File: config.mk
export PLATFORM = sky130hd
export DESIGN_NAME = rescale_job_ctrl
export DESIGN_NICKNAME = d
export VERILOG_FILES = /design/src/rtl/rescale_job_ctrl.sv
export SDC_FILE = /design/constraint.sdc
export NUM_CORES = 1
export LEC_CHECK = 0
export CAP_MARGIN = 20
export CORE_MARGIN = 4
export CORE_UTILIZATION = 29
export CTS_CLUSTER_DIAMETER = 100
export DETAILED_ROUTE_END_ITERATION = 7
export PLACE_DENSITY = 0.54
export REMOVE_ABC_BUFFERS = 1
export SLEW_MARGIN = 20
export SYNTH_ARGS = -nofsm -noshare
export SYNTH_HDL_FRONTEND = slang
export SYNTH_SLANG_ARGS = --single-unit
File: constraint.sdc
create_clock -name clk -period 4.7 [get_ports clk]
set_input_delay 0.47 -clock clk [delete_from_list [all_inputs] [get_ports clk]]
set_output_delay 0.47 -clock clk [all_outputs]
set_load 0.02 [all_outputs]
File: src/rtl/rescale_job_ctrl.sv
// Rescale job sequencer: walks destination pixels in raster order, maps each to its
// source ROM address for the latched mode and writes the frame buffer, yielding to the display reader.
module rescale_job_ctrl #(
    parameter int unsigned SRC_W  = 160,
    parameter int unsigned SRC_H  = 120,
    parameter int unsigned ADDR_W = 19,
    parameter int unsigned PIX_W  = 8
) (
    input  logic              clk,
    input  logic              rst,
    input  logic              start,
    input  logic [1:0]        mode,
    input  logic              vga_req,
    output logic [ADDR_W-1:0] rom_addr,
    input  logic [PIX_W-1:0]  pixel_rom,
    output logic              fb_we,
    output logic [ADDR_W-1:0] fb_addr,
    output logic [PIX_W-1:0]  fb_data,
    output logic              busy,
    output logic              done
);
    localparam int unsigned X_W = $clog2(4 * SRC_W);
    localparam int unsigned Y_W = $clog2(4 * SRC_H);

    typedef enum logic [1:0] {S_IDLE, S_RUN, S_FLUSH, S_DONE} state_t;

    state_t            state_q, state_d;
    logic [1:0]        mode_q;
    logic [X_W-1:0]    x_q;
    logic [Y_W-1:0]    y_q;
    logic [ADDR_W-1:0] dst_q;
    logic              p_valid_q;
    logic [ADDR_W-1:0] p_dst_q;
    logic [ADDR_W-1:0] p_src_q;

    logic [X_W-1:0]    last_x;
    logic [Y_W-1:0]    last_y;
    logic [ADDR_W-1:0] src_row;
    logic [ADDR_W-1:0] src_col;
    logic [ADDR_W-1:0] src_addr;
    logic              issue;
    logic              last_pix;
    logic              write;

    // Destination extent and source coordinates for the latched mode
    always_comb begin
        last_x  = X_W'(SRC_W - 1);
        last_y  = Y_W'(SRC_H - 1);
        src_row = ADDR_W'(y_q);
        src_col = ADDR_W'(x_q);
        case (mode_q)
            2'b00: begin
                last_x  = X_W'(SRC_W - 1);
                last_y  = Y_W'(SRC_H - 1);
                src_row = ADDR_W'(y_q);
                src_col = ADDR_W'(x_q);
            end
            2'b01: begin
                last_x  = X_W'(2 * SRC_W - 1);
                last_y  = Y_W'(2 * SRC_H - 1);
                src_row = ADDR_W'(y_q >> 1);
                src_col = ADDR_W'(x_q >> 1);
            end
            2'b10: begin
                last_x  = X_W'(4 * SRC_W - 1);
                last_y  = Y_W'(4 * SRC_H - 1);
                src_row = ADDR_W'(y_q >> 2);
                src_col = ADDR_W'(x_q >> 2);
            end
            2'b11: begin
                last_x  = X_W'(SRC_W / 2 - 1);
                last_y  = Y_W'(SRC_H / 2 - 1);
                src_row = ADDR_W'(y_q) << 1;
                src_col = ADDR_W'(x_q) << 1;
            end
        endcase
    end

    assign src_addr = src_row * ADDR_W'(SRC_W) + src_col;
    assign issue    = (state_q == S_RUN) && !vga_req;
    assign last_pix = (x_q == last_x) && (y_q == last_y);
    assign write    = p_valid_q && !vga_req;

    // State register
    always_ff @(posedge clk or posedge rst) begin
        if (rst) state_q <= S_IDLE;
        else     state_q <= state_d;
    end

    // Next state and state-decoded outputs; a stall re-presents the pending source address
    always_comb begin
        state_d  = state_q;
        busy     = 1'b0;
        done     = 1'b0;
        fb_we    = 1'b0;
        rom_addr = '0;
        case (state_q)
            S_IDLE: begin
                if (start) state_d = S_RUN;
            end
            S_RUN: begin
                busy     = 1'b1;
                fb_we    = write;
                rom_addr = vga_req ? p_src_q : src_addr;
                if (issue && last_pix) state_d = S_FLUSH;
            end
            S_FLUSH: begin
                busy     = 1'b1;
                fb_we    = write;
                rom_addr = p_src_q;
                if (write || !p_valid_q) state_d = S_DONE;
            end
            S_DONE: begin
                done    = 1'b1;
                state_d = S_IDLE;
            end
        endcase
    end

    assign fb_addr = p_dst_q;
    assign fb_data = pixel_rom;

    // Mode latch, destination counters and one-deep write pipeline
    always_ff @(posedge clk or posedge rst) begin
        if (rst) begin
            mode_q    <= 2'b00;
            x_q       <= '0;
            y_q       <= '0;
            dst_q     <= '0;
            p_valid_q <= 1'b0;
            p_dst_q   <= '0;
            p_src_q   <= '0;
        end else begin
            if (state_q == S_IDLE && start) begin
                mode_q <= mode;
                x_q    <= '0;
                y_q    <= '0;
                dst_q  <= '0;
            end else if (issue) begin
                dst_q <= dst_q + ADDR_W'(1);
                if (x_q == last_x) begin
                    x_q <= '0;
                    y_q <= y_q + Y_W'(1);
                end else begin
                    x_q <= x_q + X_W'(1);
                end
            end
            if (issue) begin
                p_valid_q <= 1'b1;
                p_dst_q   <= dst_q;
                p_src_q   <= src_addr;
            end else if (write) begin
                p_valid_q <= 1'b0;
            end
        end
    end
endmodule

After elaboration in Yosys (flattened, before gate mapping)
Index checks and enable logic that the tools add are counted.
Word-level totals
  word-level logic and storage cells: 63
  bits of input ports: 14
  output and inout bits: 49
  register bits after elaboration: 81
Cells by class
  $add $sub $neg: 4
  $mul: 1
  muxes and demuxes: 23
  equal/unequal tests: 11
  reductions and logical operators: 16
Operators by type and width (count)
  $pmux W19 S4: 2
  $mux W19: 3
  $pmux W10 S4: 1
  $pmux W19 S2: 1
  $pmux W9 S4: 1
  $mux W10: 3
  $mux W9: 3
  $add A19 B1 Y19 const B: 1
  $add A19 B19 Y19: 1
  $mul A19 B3 Y14 const B: 1
  $add A10 B1 Y10 const B: 1
  $eq A10 B10 Y1: 1
  $add A9 B1 Y9 const B: 1
  $eq A9 B9 Y1: 1
  $eq A2 B2 Y1 const B: 4
  $pmux W2 S4: 1
  $mux W2: 3
  $reduce_bool A2 Y1: 3
  $logic_and A1 B1 Y1: 5
  $mux W1: 5
  $eq A2 B1 Y1 const B: 2
  $logic_not A2 Y1: 2
  $ne A2 B2 Y1 const B: 2
  $reduce_and A3 Y1: 1
  5 further kinds: 6

Longest topological paths before layout
  depth after elaboration: 7
  depth in mapped cells: 19
  depth with buffers taken out: 16

Worst setup path after synthesis
OpenSTA, ideal clock, no wires.
  path kind: flip-flop to output port
  start point: register mode_q[0]
  end point: output port rom_addr[17]
  data required time: 4230 ps
  cell stages (with the launch flop): 17
  buffers on the path: 2
  arrival time: 4622 ps
  slack: -392 ps
  path through: dfrtp_1 -> inv_1 -> ha_1 -> clkbuf_1 -> clkbuf_1 -> mux2i_1 -> ha_1 -> ha_1 -> fa_1 -> xor2_1 -> ha_1 -> nand2_1 -> o21ai_0 -> nand3_1 -> nor3_2 -> a32oi_1 -> o21ai_0
On the way
  word-level cells in the longest chain between the ends: 6
  elaborated cells on any way between the ends: 10
  those cells by class: 1 x add/sub; 1 x mul; 3 x eq/ne; 4 x mux; 1 x reduce/logical
RTL lines
  from (decl): line 28  | logic [1:0] mode_q;
  from (signal assigned): line 135  | mode_q <= mode;
  $eq A2 B2 Y1 (tied with other cells): line 51  | case (mode_q)
  $pmux W19 S4: line 51
  $mul A19 B3 Y14: line 79  | assign src_addr = src_row * ADDR_W'(SRC_W) + src_col;
  $add A19 B19 Y19 *: line 79
  $mux W19 *: line 104  | rom_addr = vga_req ? p_src_q : src_addr;
  $pmux W19 S2 *: line 97  | case (state_q)
  to (decl): line 14  | output logic [ADDR_W-1:0] rom_addr,
Mark *: on every way between the ends. The rest lies on a longest branch, timed or not. The select of a mux whose other input is x is not followed.

Worst setup path in the final report
  start point: register mode_q[0]
  end point: output port rom_addr[12]
The elaborated chain is that of the path after synthesis.

==> impl_results.md <==
- Largest stage delay, worst path: ~0.46 ns
- Max Clock Freq: approximately 220 MHz
- Post-synthesis register bit count: 81
- Initial DRC Count: 310
- Multi-input logic area: 3070 um2
- Initial antenna violation count: 0
- Mapped cell area: 5270 um2
- Total track usage: about 13%
- Die area: 20400 um2
- Critical Path Start Type: flip-flop
- Critical path's slowest cell: dfrtp_2
- Cell with the most instances after synthesis: nand2_1
- Unique cell type count in the Yosys netlist: 50
- Final Hold Vio Count: 0
- Critical Path RT: 4.23 ns
- Kind of critical path: reg -> out
- Final antenna-violating net count: 0
- Clock slew seen by the registers of the worst setup and hold paths: 0.06 ns
- Crit path cell chain: ha_4 > a222oi_1 > mux2i_1 > ha_1 > ha_4 > fa_2 > xor2_1 > ha_1 > a21oi_2 > o211ai_1 > nand4b_1 > buf_4 > xnor2_2 > nand2_1 > a21boi_1 > buf_4
- Finished layout cell area: 6590 um2
- Buffers on Ports: 46
- P per Cell Area: between 300 and 400 nW/um2
- Share of Yosys cell area claimed by the top area cell type: 38.5%
- Layout area overhead: 25.2%
- Die width: 143 um
- Routed WL per cell: 14.1 um
- # DRC: 0
- DRT Wirelength: 12.9 mm
- Drt first pass iters: 5
- Starting Density: 29.4%
- Final min period: 4.59 ns
- Placeable Area: about 18000 um2
- Fill cell count: around 1900
- Post-DP Area: 6150 um2
- Worst-Margin Slew: 0.716 ns
- Layout net count: 733
- Worst IR Drop VDD: 226 uV
- Clock Latency Late Sink: between 0.3 and 0.4 ns
- Root buffer cell: clkbuf_16
- TritonCTS Buffers: 9
- Vias per std cell: 4.96
- DP HPWL: ~9.5 mm
- Outcome: completed
- Setup violations, final: 0
- Clock tree buffer depth: 2
- Critical Path Fanout Max: 6
- Worst Skew: 0.00968 ns
- GR Overflow Total: 0
- HP Class: reg -> reg
- Post-synth top cells: nand2_1, dfrtp_1, nor2_1
- Rows: 49
- Largest cells by area after synthesis: dfrtp_1, nand2_1, ha_1
- Max transition margin: 51.5%
- Setup crit end kind: output pin
- FF+latch area: 2030 um2
- Synth Instances: ~610
- CTS tree: yes
- Placer Congestion: 0.858
- Syn Area/Cell: 8.61 um2
- Max cap viols: 0
- Via Count: 4525
- Syn. warnings: 0
- Leading area contributor after synthesis: dfrtp_1
- EDFF count, synth: 0
- # H-tree levels: 3
- Clock sink count: about 80
- Die H: 143 um
- Sequential area share after synthesis: around two fifths
- Slew Limit Fails: 0
- RSZ-0062 raised after global routing: yes
- First-pass GRT wire length: 21.8 mm
- Pleak: 3.15 nW
- Place WS: -0.193 ns
- Vias in the first global route: 4620
- Top-level I/O count: between 60 and 70
- Worst setup margin: between 0.1 and 0.15 ns
- Top FF cell, synth: dfrtp_1
- Final period utilization: 97.7%
- Final Total Pwr: 2.57 mW
- Antenna diode count: 0
- Largest net degree at the start of global routing: 42
- Asr flop ratio synth: between 90% and 100%
- Fraction of layout cells with a size suffix above 1: between 15 and 20%
- CP Data Arrival Time: 4.12 ns
==> stage by stage <==
step	util, %	hold slack, ns	setup TNS [ns]	instances
after global placement	34.4	0.459	-0.0815	890
after CTS	36.1	0.478	-0.0737	907
after floorplan	-	0.445	-0.946	571
after global routing	36.8	0.503	-0.161	913
final	36.8	0.473	0	913
after detailed placement	34.4	0.462	-0.724	890
==> sequential cells by signal (all words and copies together), names as in the netlist <==
signal / flops
dst_q: 19
p_valid_q: 1
x_q: 10
state_q: 2
fb_addr: 19
mode_q: 2
y_q: 9
p_src_q: 19
==> final timing paths <==
kind,startpoint,cells past startpoint,to,slack [ns]
max in group asynchronous,rst,3,mode_q[0],3.10
min,fb_addr[4],2,fb_addr[4],0.47
max,mode_q[0],16,rom_addr[12],0.11
min in group asynchronous,rst,2,fb_addr[9],0.54
min reg2reg,fb_addr[4],2,fb_addr[4],0.47
max reg2reg,mode_q[0],16,p_src_q[14],0.87
==> layout by cell type, fill, tap and decap left out, types with 3 or more instances in the layout <==
| cell | instances |
|---|---|
| nor2_1 | 47 |
| nor3_2 | 3 |
| ha_1 | 34 |
| buf_2 | 3 |
| xor2_1 | 21 |
| nand2_1 | 132 |
| clkbuf_16 | 9 |
| mux2i_1 | 10 |
| nand4_1 | 12 |
| clkinv_2 | 3 |
| ha_4 | 3 |
| a21o_1 | 12 |
| inv_1 | 18 |
| and2_1 | 4 |
| o21ai_0 | 33 |
| dfrtp_1 | 79 |
| a21boi_0 | 4 |
| and3_1 | 6 |
| nor2b_1 | 8 |
| a222oi_1 | 13 |
| clkdlybuf4s50_1 | 36 |
| inv_2 | 3 |
| o21ai_1 | 4 |
| buf_4 | 55 |
| xnor2_1 | 26 |
| a21oi_1 | 28 |
| a22oi_1 | 4 |
| nand3_1 | 13 |
| or3_1 | 9 |
==> repair_timing <==
| action | 4_1_cts | 5_1_grt |
|---|---|---|
| pin swaps | 4 | 17 |
| endpoints found under the setup margin | 9 | 10 |
| gates resized for setup | 36 | 36 |
| buffers inserted | 1 | 6 |
| hold buffers | 0 | 0 |
==> worst max-delay path, delay by kind of cell, from the launching register on <==
kind	cells	cell delay, ns
AND/OR/NAND/NOR	2	0.26
buffers and inverters	2	0.32
flip-flops	1	0.46
AO/OA/AOI/OAI	4	0.84
adder cells (fa/ha/maj)	5	1.48
XOR/XNOR	2	0.26
multiplexers	1	0.16
==> metal layers <==
layer	track usage (%)	wire, um
met1	17.1	6020
met2	21.5	6100
met5	0	0
met3	2.95	537
met4	3.70	201
==> area by class of cell <==
cell class	count	share of cell area, %
Sequential cell	81	30.8
Clock inverter	6	0.987
Multi-Input combinational cell	468	46.5
Tap cell	229	4.35
Clock buffer	10	3.62
Timing Repair Buffer	97	12.5
Inverter	22	1.27
==> cells by family (layout without fill, tap and decap cells) <==
kind of cell	Yosys count	count (layout)	synth area share, %
AND/OR/NAND/NOR	251	251	21.7
adder cells (fa/ha/maj)	40	40	9.79
buffers and inverters	63	135	5.30
flip-flops	81	81	38.5
multiplexers	11	11	2.11
AO/OA/AOI/OAI	118	118	14.7
XOR/XNOR	48	48	7.98
==> where the power goes <==
group	leakage, nW	total [mW]	internal [mW]	switching, mW
Combinational	1.89	0.975	0.398	0.577
Clock	0.149	0.727	0.428	0.299
Sequential	1.11	0.868	0.785	0.0828
Total	3.15	2.57	1.61	0.958
(Power assumes the default switching activity.)
